[src/rtl/key_filter4_if.sv]
// Key conditioner bus: raw active-low key pins in, debounced levels,
// press pulses and encoded key index out.
interface key_filter4_if;
    logic [3:0] key_in;
    logic [3:0] key_state;
    logic [3:0] key_flag;
    logic [1:0] key_code;
    logic       key_valid;

    // Board/stimulus side: drives the pins, consumes key events
    modport master (
        output key_in,
        input  key_state, key_flag, key_code, key_valid
    );

    // Conditioner side
    modport slave (
        input  key_in,
        output key_state, key_flag, key_code, key_valid
    );
endinterface

[src/rtl/key_filter4.sv]
// key_filter4: four independent key channels, each synchronised and
// debounced, plus a registered press pulse per key and a lowest-index
// encoded key code with a one-cycle valid strobe.

// One key channel: 2-flop synchroniser, debounce counter and state bit.
// o_set is the combinational "goes pressed on this edge" condition so the
// top can register flags/valid/code on the same edge that r_st updates.
module key_filter4_lane #(
    parameter logic [19:0] CNT_MAX = 20'd999_999
) (
    input  logic sys_clk,
    input  logic sys_rst_n,
    input  logic i_key_n,
    output logic o_state,
    output logic o_set
);
    logic [1:0]  r_sync;
    logic [19:0] r_cnt;
    logic        r_st;
    logic        w_press;
    logic        w_diff;
    logic        w_full;

    assign w_press = ~r_sync[1];
    assign w_diff  = (w_press != r_st);
    assign w_full  = (r_cnt == CNT_MAX);
    assign o_set   = w_diff & w_full & w_press;
    assign o_state = r_st;

    // Two-flop synchroniser; resets to the released level
    always_ff @(posedge sys_clk or negedge sys_rst_n) begin
        if (!sys_rst_n) r_sync <= 2'b11;
        else            r_sync <= {r_sync[0], i_key_n};
    end

    // Debounce: count consecutive samples disagreeing with r_st; any
    // agreeing sample restarts the window, a full window flips the state
    always_ff @(posedge sys_clk or negedge sys_rst_n) begin
        if (!sys_rst_n) begin
            r_cnt <= '0;
            r_st  <= 1'b0;
        end else if (!w_diff) begin
            r_cnt <= '0;
        end else if (w_full) begin
            r_st  <= w_press;
            r_cnt <= '0;
        end else begin
            r_cnt <= r_cnt + 20'd1;
        end
    end
endmodule

module key_filter4 #(
    parameter logic [19:0] CNT_MAX = 20'd999_999
) (
    input  logic         sys_clk,
    input  logic         sys_rst_n,
    key_filter4_if.slave kif
);
    localparam int NUM_KEYS = 4;

    logic [NUM_KEYS-1:0] w_state;
    logic [NUM_KEYS-1:0] w_set;
    logic [1:0]          w_code;
    logic [NUM_KEYS-1:0] r_flag;
    logic                r_valid;
    logic [1:0]          r_code;

    genvar g;
    generate
        for (g = 0; g < NUM_KEYS; g++) begin : g_lane
            key_filter4_lane #(.CNT_MAX(CNT_MAX)) u_lane (
                .sys_clk   (sys_clk),
                .sys_rst_n (sys_rst_n),
                .i_key_n   (kif.key_in[g]),
                .o_state   (w_state[g]),
                .o_set     (w_set[g])
            );
        end
    endgenerate

    // Lowest index among keys going pressed this edge wins the code
    always_comb begin
        w_code = 2'd0;
        for (int i = NUM_KEYS - 1; i >= 0; i--) begin
            if (w_set[i]) w_code = 2'(i);
        end
    end

    // Press event registers; code holds its last value between presses
    always_ff @(posedge sys_clk or negedge sys_rst_n) begin
        if (!sys_rst_n) begin
            r_flag  <= '0;
            r_valid <= 1'b0;
            r_code  <= 2'd0;
        end else begin
            r_flag  <= w_set;
            r_valid <= |w_set;
            if (|w_set) r_code <= w_code;
        end
    end

    assign kif.key_state = w_state;
    assign kif.key_flag  = r_flag;
    assign kif.key_valid = r_valid;
    assign kif.key_code  = r_code;
endmodule
[src/flat_wrapper.sv]
// flat-port wrapper written by rule: the top's interface ports become plain ports
module key_filter4_flat 
#(
    parameter logic [19:0] CNT_MAX = 20'd999_999
)
  (sys_clk, sys_rst_n, kif_key_in, kif_key_state, kif_key_flag, kif_key_code, kif_key_valid);
  key_filter4_if kif_i ();
  input  logic sys_clk;
  input  logic sys_rst_n;
  input wire logic [$bits(kif_i.key_in)-1:0] kif_key_in;
  output wire logic [$bits(kif_i.key_state)-1:0] kif_key_state;
  output wire logic [$bits(kif_i.key_flag)-1:0] kif_key_flag;
  output wire logic [$bits(kif_i.key_code)-1:0] kif_key_code;
  output wire logic [$bits(kif_i.key_valid)-1:0] kif_key_valid;
  assign kif_i.key_in = kif_key_in;
  assign kif_key_state = kif_i.key_state;
  assign kif_key_flag = kif_i.key_flag;
  assign kif_key_code = kif_i.key_code;
  assign kif_key_valid = kif_i.key_valid;
  key_filter4 #(.CNT_MAX(CNT_MAX)) u_core (.sys_clk(sys_clk), .sys_rst_n(sys_rst_n), .kif(kif_i));
endmodule
[config.mk]
export PLATFORM = sky130hd
export DESIGN_NAME = key_filter4_flat
export DESIGN_NICKNAME = d
export VERILOG_FILES = /design/src/rtl/key_filter4_if.sv /design/src/rtl/key_filter4.sv /design/src/flat_wrapper.sv
export SDC_FILE = /design/constraint.sdc
export NUM_CORES = 1
export LEC_CHECK = 0
export CAP_MARGIN = 20
export CORE_MARGIN = 3
export CORE_UTILIZATION = 40
export CTS_CLUSTER_SIZE = 10
export DETAILED_ROUTE_END_ITERATION = 8
export GPL_TIMING_DRIVEN = 0
export SYNTH_ARGS = -nofsm -noshare
export SYNTH_HDL_FRONTEND = slang
export SYNTH_HIERARCHICAL = 1
export SYNTH_SLANG_ARGS = --single-unit
[constraint.sdc]
create_clock -name sys_clk -period 1.7 [get_ports sys_clk]
set_input_delay 0.34 -clock sys_clk [delete_from_list [all_inputs] [get_ports sys_clk]]
set_output_delay 0.34 -clock sys_clk [all_outputs]
set_load 0.005 [all_outputs]
# Word-level counts from Yosys, hierarchy flattened
# Index checks and enable logic that the tools add are counted.
word_totals:
  regBits: 99
  output_inout_bits: 11
  elab_cells: 56
classes:
  n_addsub: 4
  eq_ne: 8
  muxes: 12
  bitwise: 12
  n_reduce_logical: 5
ops:
  columns: ["cell", "count"]
  rows:
  - ["2-to-1 mux 20 bit", 8]
  - ["adder 20 x 1 -> 20 bit, second input constant", 4]
  - ["== test 20 bit, second input constant", 4]
  - ["bitwise AND 1 bit", 8]
  - ["2-to-1 mux 2 bit", 4]
  - ["AND reduction 2 bit", 4]
  - ["!= test 1 bit", 4]
  - ["NOT 1 bit", 4]
  - ["OR reduction 4 bit", 1]

# Logic depth before layout (Yosys ltp)
depth:
  ltp_word: 8
  mapped_depth: 7
  mapped_depth_nobuf: 7

# Hierarchy
# Netlist, hierarchy kept.
modules_own_cells:
  columns: ["mod", "instances", "cells_each", "area_each_um2"]
  rows:
  - ["key_filter4_lane", 4, 111, 1112.3]
  - ["key_filter4", 1, 13, 209.0]

# Least setup slack after synthesis
# Ideal clock, no wire load.
synth_path:
  path_kind: "register -> register"
  start: "register u_core.g_lane[0].u_lane.r_cnt[0]"
  end: "register u_core.g_lane[0].u_lane.r_cnt[10]"
  t_arrival_ps: 1685
  t_required_ps: 1579
  path_slack_ps: -107
  stages_incl_launch_ff: 7
  n_path_buf: 1
  cell_sequence: "dfrtp_1 -> ha_1 -> nand3_1 -> or2_2 -> o21ai_2 -> buf_2 -> nor2_1"
synth_via:
  elab_chain_len: 3
  word_cells_on_any_way: 4
synth_rtl:
  columns: ["item", "line_no", "rtl"]
  rows:
  - ["from (decl)", "key_filter4.sv:18", "logic [19:0] r_cnt;"]
  - ["from (signal assigned)", "key_filter4.sv:48", "r_cnt <= r_cnt + 20'd1;"]
  - ["adder 20 x 1 -> 20 bit or == test 20 bit (tied branches)", "key_filter4.sv:48, key_filter4.sv:26", null]
  - ["2-to-1 mux 20 bit *", "key_filter4.sv:44", "end else if (w_full) begin"]
  - ["2-to-1 mux 20 bit *", "key_filter4.sv:42", "end else if (!w_diff) begin"]
# Every way passes the cells marked *; elsewhere a longest branch is shown, timed or not.
# A chain may end at the register's enable or synchronous reset.

# Worst setup path after layout
layout_path:
  start: "register u_core.g_lane[0].u_lane.r_cnt[0]"
  end: "register u_core.g_lane[0].u_lane.r_cnt[17]"
# The elaborated chain is that of the path after synthesis.

==> impl_metrics.env <==
export IMPL_power_density_mw_per_mm2=716
export IMPL_detailed_place_area_mm2=0.00508
export IMPL_cap_viol_max_count=0
export IMPL_fraction_of_the_mapped_netlist_area_in_compound_gates_pct=6.07
export IMPL_cts_tree="built"
export IMPL_fin_util_pct=57.2
export IMPL_layout_commonest_cell="sky130_fd_sc_hd__buf_4"
export IMPL_remaining_drc_errors=0
export IMPL_worst_slew_pin_transition_ps=683
export IMPL_hold_violations=0
export IMPL_postSynthRegisterBits=99
export IMPL_vias_in_the_first_global_route=3633
export IMPL_die_area_mm2=0.0130
export IMPL_synthFlopType="sky130_fd_sc_hd__dfrtp_1"
export IMPL_start_util_pct=41.9
export IMPL_synth_xor_area_share_pct=11.3
export IMPL_synth_simple_area_share_pct=25.3
export IMPL_critPathTopFamily="simple AND/OR/NAND/NOR gates"
export IMPL_hpwlAfterDp_um=6090
export IMPL_power_ir_vdd_worst_uv=668
export IMPL_portBuffers=16
export IMPL_clk_transition_reported_paths_ps=60
export IMPL_count_of_buffer_and_inverter_cells_on_the_critical_path=1
export IMPL_drtPass1Iterations=4
export IMPL_antenna_cells=0
export IMPL_gr_layer_usage_met1_pct=22.4
export IMPL_timing_critical_path_from_type="register"
export IMPL_final_max_slew_violation_count=0
export IMPL_gp_congestion=0.769
export IMPL_routed_via_count=3787
export IMPL_gr_usage_all_layers_pct=16.8
export IMPL_use_met2_pct=27.1
export IMPL_hold_class="in -> async"
export IMPL_num_io_pins=17
export IMPL_wl_per_cell_um=15.4
export IMPL_post_synth_edffs=0
export IMPL_synthesis_area_per_instance_um2=10.2
export IMPL_grt_setup_unrepaired="true"
export IMPL_worst_slack_ps=-51.2
export IMPL_post_synthesis_async_set_or_reset_flop_share_pct=100
export IMPL_worst_path_largest_cell_delay_ps=430
export IMPL_antenna_found_initial=0
export IMPL_timing_critical_path_arrival_ps=2020
export IMPL_fp_dieH_um=114
export IMPL_synth_mux_area_share_pct=0
export IMPL_floorplan_rows=38
export IMPL_critical_path_required_ps=1970
export IMPL_area_growth_syn_to_layout_pct=36.5
export IMPL_critPathSlowestCell="sky130_fd_sc_hd__dfrtp_1"
export IMPL_crit_type="reg -> reg"
export IMPL_synthesis_instances=457
export IMPL_yosys_warnings=6
export IMPL_post_synth_instance_area_mm2=0.00466
export IMPL_tritoncts_num_sinks=99
export IMPL_setup_viol_count_final=7
export IMPL_gr_total_overflow=0
export IMPL_grt_busiest_layer="met2"
export IMPL_relSlewSlack_pct=54.4
export IMPL_run_status="finished with violations"
export IMPL_dr_first_iter_drc_count=142
export IMPL_setup_worst_path_end_class="register"
export IMPL_ctsRootBufferMaster="sky130_fd_sc_hd__clkbuf_16"
export IMPL_chipWidth_um=114
export IMPL_synth_adder_area_share_pct=1.07
export IMPL_worst_clock_skew_ps=8.02
export IMPL_final_worst_path_period_need_ps=1750
export IMPL_total_leakage_power_nw=2.45
export IMPL_seq_area_frac_synth_pct=53.4
export IMPL_dominant_combinational_cell_family_by_area_after_synthesis="simple AND/OR/NAND/NOR gates"
export IMPL_fin_setup_tns_ps=-152
export IMPL_routed_via_density=5.35
export IMPL_fillerInstances=955
export IMPL_path_cells="buf_4 -> nand4_1 -> or3_4 -> or4_1 -> a21oi_1"
export IMPL_power_total_mw=4.56
export IMPL_commonest_cells_after_routing_fill_and_taps_aside="79 x sky130_fd_sc_hd__buf_4, 70 x sky130_fd_sc_hd__nor2_1, 61 x sky130_fd_sc_hd__dfrtp_1"
export IMPL_failed_checks="negative setup slack"
export IMPL_clk_latency_ps=350
export IMPL_drive_gt1_share_pct=36.1
export IMPL_dp_cells=614
export IMPL_post_route_cell_area_mm2=0.00636
export IMPL_clock_fmax_mhz=571
export IMPL_clock_tree_htree_level_count=3
export IMPL_synth_cell_types=29
export IMPL_final_min_period_over_clock_period_pct=103
export IMPL_wirelength_um=10900
export IMPL_critical_path_peak_fanout=7
export IMPL_post_drt_antenna_nets=0
export IMPL_postSynthNetCount=467
export IMPL_clockBufferDepth=2
export IMPL_layout_nets=573
export IMPL_finish_cell_count_without_fillers=708
export IMPL_groute_layer_met3_usage_pct=5.09
export IMPL_first_pass_grt_wire_length_um=17500
export IMPL_pin_count_of_the_biggest_net_entering_global_routing=53
export IMPL_numCtsBuffers=9
export IMPL_floorplan_core_area_mm2=0.0111
-- cell families after synthesis --
group,after synthesis
AND/OR/NAND/NOR,215
flip-flops,99
XOR/XNOR,60
AO/OA/AOI/OAI,46
buffers and inverters,33
adder cells (fa/ha/maj),4
-- per-stage QoR --
| step | hold slack, ps | worst slack (ps) |
|---|---|---|
| after global routing | 78.2 | -155 |
| final | 26.7 | -51.2 |
| after detailed placement | 349 | -417 |
| after floorplan | 44.4 | 30.8 |
| after global placement | 346 | -3390 |
| after CTS | 54.5 | -71.1 |
-- final timing paths --
path / from / end / slack (ps) / depth (start not counted)
max reg2reg: u_core/g_lane[0].u_lane/r_cnt[0]$_DFF_PN0_ / u_core/g_lane[0].u_lane/r_cnt[17]$_DFF_PN0_ / -50 / 5
min: sys_rst_n / u_core/g_lane[0].u_lane/r_cnt[9]$_DFF_PN0_ / 30 / 1
max in group asynchronous: sys_rst_n / u_core/g_lane[3].u_lane/r_sync[1]$_DFF_PN1_ / 960 / 2
min in group sys_clk: u_core/g_lane[0].u_lane/r_sync[0]$_DFF_PN1_ / u_core/g_lane[0].u_lane/r_sync[1]$_DFF_PN1_ / 360 / 0
min reg2reg: u_core/g_lane[0].u_lane/r_sync[0]$_DFF_PN1_ / u_core/g_lane[0].u_lane/r_sync[1]$_DFF_PN1_ / 360 / 0
max: u_core/g_lane[0].u_lane/r_cnt[0]$_DFF_PN0_ / u_core/g_lane[0].u_lane/r_cnt[17]$_DFF_PN0_ / -50 / 5
-- cells in the mapped netlist (9+ instances only) --
cell type,count,share of area (%)
sky130_fd_sc_hd__xnor2_1,56,11
sky130_fd_sc_hd__o21ai_0,12,1.3
sky130_fd_sc_hd__inv_1,25,2.0
sky130_fd_sc_hd__nand2_1,12,0.97
sky130_fd_sc_hd__a21oi_1,17,1.8
sky130_fd_sc_hd__nor3_1,14,1.5
sky130_fd_sc_hd__dfrtp_1,91,49
sky130_fd_sc_hd__nand4_1,20,2.7
sky130_fd_sc_hd__nor4_1,20,2.7
sky130_fd_sc_hd__or4_1,9,1.5
sky130_fd_sc_hd__nor2_1,76,6.1
sky130_fd_sc_hd__nand3_1,24,2.6
-- sequential cells by signal, indices dropped and copies added (netlist names) --
name / flops
u_core/g_lane.u_lane/o_state: 4
u_core/kif.key_valid: 1
u_core/kif.key_code: 2
u_core/g_lane.u_lane/r_cnt: 80
u_core/kif.key_flag: 4
u_core/g_lane.u_lane/r_sync: 8
-- per-layer routing --
metal / vias to the layer above / wire [um]
li1: 1810 / -
met1: 1880 / 4880
met2: 80 / 5350
met3: 17 / 531
met4: 0 / 136
met5: - / 0
-- timing repair --
| item | in CTS | in global routing |
|---|---|---|
| setup buffers | 47 | 32 |
| gates cloned | 0 | 2 |
| hold buffers | 0 | 0 |
| setup endpoints to repair | 80 | 85 |
| pin swaps | 20 | 34 |
| resized for setup | 46 | 61 |
-- report_power, final --
group          internal (mW)  leakage, nW  total (mW)  switching [mW]
registers               2.40         1.30        2.44          0.0392
clock network           1.07        0.137        1.92           0.847
logic                 0.0887         1.02       0.203           0.114
total                   3.56         2.45        4.56            1.00
-- layout make-up --
cell class              count  area, um^2  share of cell area, %
well taps                 140         175                   2.75
clock inverters             2        10.0                  0.157
inverters                  25        93.8                   1.48
multi-input cells         325        2430                   38.2
flip-flops and latches     99        2520                   39.7
repair buffers             98         812                   12.8
plain buffers               5        48.8                  0.767
clock buffers              14         264                   4.15
(Power assumes the default switching activity.)
==> variant (same settings) <==
`CNT_MAX` is set to 20'd999_999 in 3 places; all go to 20'd749999.
--- a/src/rtl/key_filter4.sv
+++ b/src/rtl/key_filter4.sv
@@ -8,3 +8,3 @@
 module key_filter4_lane #(
-    parameter logic [19:0] CNT_MAX = 20'd999_999
+    parameter logic [19:0] CNT_MAX = 20'd749999
 ) (
@@ -53,3 +53,3 @@
 module key_filter4 #(
-    parameter logic [19:0] CNT_MAX = 20'd999_999
+    parameter logic [19:0] CNT_MAX = 20'd749999
 ) (
--- a/src/flat_wrapper.sv
+++ b/src/flat_wrapper.sv
@@ -3,3 +3,3 @@
 #(
-    parameter logic [19:0] CNT_MAX = 20'd999_999
+    parameter logic [19:0] CNT_MAX = 20'd749999
 )
Check against the original RTL: no difference found for any inputs over 10 cycles, from zero or initial values and one cycle with sys_rst_n low; that may be too few to reach the edited logic, so the function may still have changed.
==> variant against the original RTL <==
The run ends with hold timing, setup timing left; sequential cell count unchanged; utilization fell by 3.9 points; setup slack worse by 0.50 ns; power rose by 3.1%; routed wire length shrank 2.0%; design area shrank 3.1%; fmax fell by 22%; synthesized area is 2.9% higher.
==> variant: results <==
run_status:
  outcome: "finished, violations left"
  violations: "hold timing, setup timing"
logic_synthesis:
  netlist_top_cells_area: "dfrtp_1, xnor2_1, nor2_1, dfstp_2, nand3_1"
  ys_seq_area_share_pct: 51.9
  yosys-top-cells-count: "dfrtp_1, nor2_1, xnor2_1, nand3_1, nand4_1"
  synth-xor-area-share_pct: 9.50
  async_flop_share_pct: 100
  syn-num-nets: 487
  synth_cells: 477
  synthAdderAreaFrac_pct: 1.04
  synth_compound_area_share_pct: 7.88
worst_setup_path:
  critPathMaxStageDelay_ns: 0.55
  critPathCapture: "u_core/kif.key_code[0]"
  cp.arrival_ns: 2.48
  critical_path.startpoint: "u_core/g_lane[2].u_lane/r_cnt[11]"
  r2r_cells: 6
  path_max_fanout: 4
  crit_slowest_cell: "or4_4"
global_routing:
  grt_pass1_vias: 3755
  grt_pass1_wl_um: 18000
  grt_start_max_net_pins: 55
  globalRouteTotalUtil_pct: 17.1
sta:
  setup_tns_ns: -39.26
  final-setup-viol-count: 91
  holdWs_ns: -0.00369
  setup_ws_ns: -0.548
  max_slew_margin_pct: 59.8
  hold_viol: 3
  skew_ns: 0.00888
place:
  hpwl_um: 6510
  gp_congestion: 0.819
  pre_cts_slack_ns: -0.766
  place_area_mm2: 0.00520
  dp.cells: 637
route:
  wl_um: 10700
  drtIter0Drc: 178
  wl_per_cell_um: 15.3
  firstDrtPassIters: 8
  avgViaCountPerCell: 5.59
pwr:
  pwr-share-comb_pct: 4.8
  p_leak_nw: 2.24
  internal_power_mw: 3.64
  peakVddDrop_mv: 0.579
  comb_power_mw: 0.226
  p_seq_share_pct: 51.8
layout:
  layout-drive-gt1-share_pct: 31.2
  fillers: 1011
  design.final.nets: 559
clock_tree:
  postCtsSetupBuffers: 33
  post_cts_resized: 62
==> variant: cell count changes after synthesis, sizes merged, moves of 8 or more <==
| cell | delta |
|---|---|
| nor2 | -16 |
| o21ai | +12 |
| nor4 | -8 |
| xor2 | +8 |
| inv | -8 |
| a21oi | +8 |
| xnor2 | -16 |
| or4 | +16 |
| nand2 | +8 |
| nand3 | +12 |
| or4b | +8 |
==> variant: cell type report <==
type                    instances  area, µm²  share of cell area, %
repair buffers                 64        612                   9.93
clock buffers                  10        229                   3.72
multi-input cells             353       2450                   39.8
well taps                     143        179                   2.90
flip-flops and latches         99       2500                   40.5
inverters                      17       63.8                   1.04
plain buffers                   5       60.1                  0.975
clock inverters                 6       66.3                   1.08
==> variant: layer usage <==
metal | routed length, µm | track usage (%) | vias to the layer above
met3 | 532 | 4.18 | 18
met2 | 5050 | 26.2 | 91
li1 | - | - | 1878
met4 | 221 | 7.28 | 0
met1 | 4870 | 23.4 | 1906
met5 | 0 | 0 | -
==> variant: how the worst min path moves through the flow <==
stage                                       from                                end  slack, ns  depth (start not counted)
2_1_floorplan                          sys_rst_n    u_core/g_lane[0].u_lane/o_state       0.04                          0
6_report                               sys_rst_n  u_core/g_lane[3].u_lane/r_cnt[18]     -0.004                          1
5_1_grt                                sys_rst_n   u_core/g_lane[3].u_lane/r_cnt[2]       0.04                          1
3_3_place_gp   u_core/g_lane[0].u_lane/r_sync[0]  u_core/g_lane[0].u_lane/r_sync[1]       0.35                          0
4_1_cts                                sys_rst_n  u_core/g_lane[3].u_lane/r_cnt[18]       0.02                          1
3_5_place_dp   u_core/g_lane[0].u_lane/r_sync[0]  u_core/g_lane[0].u_lane/r_sync[1]       0.35                          0
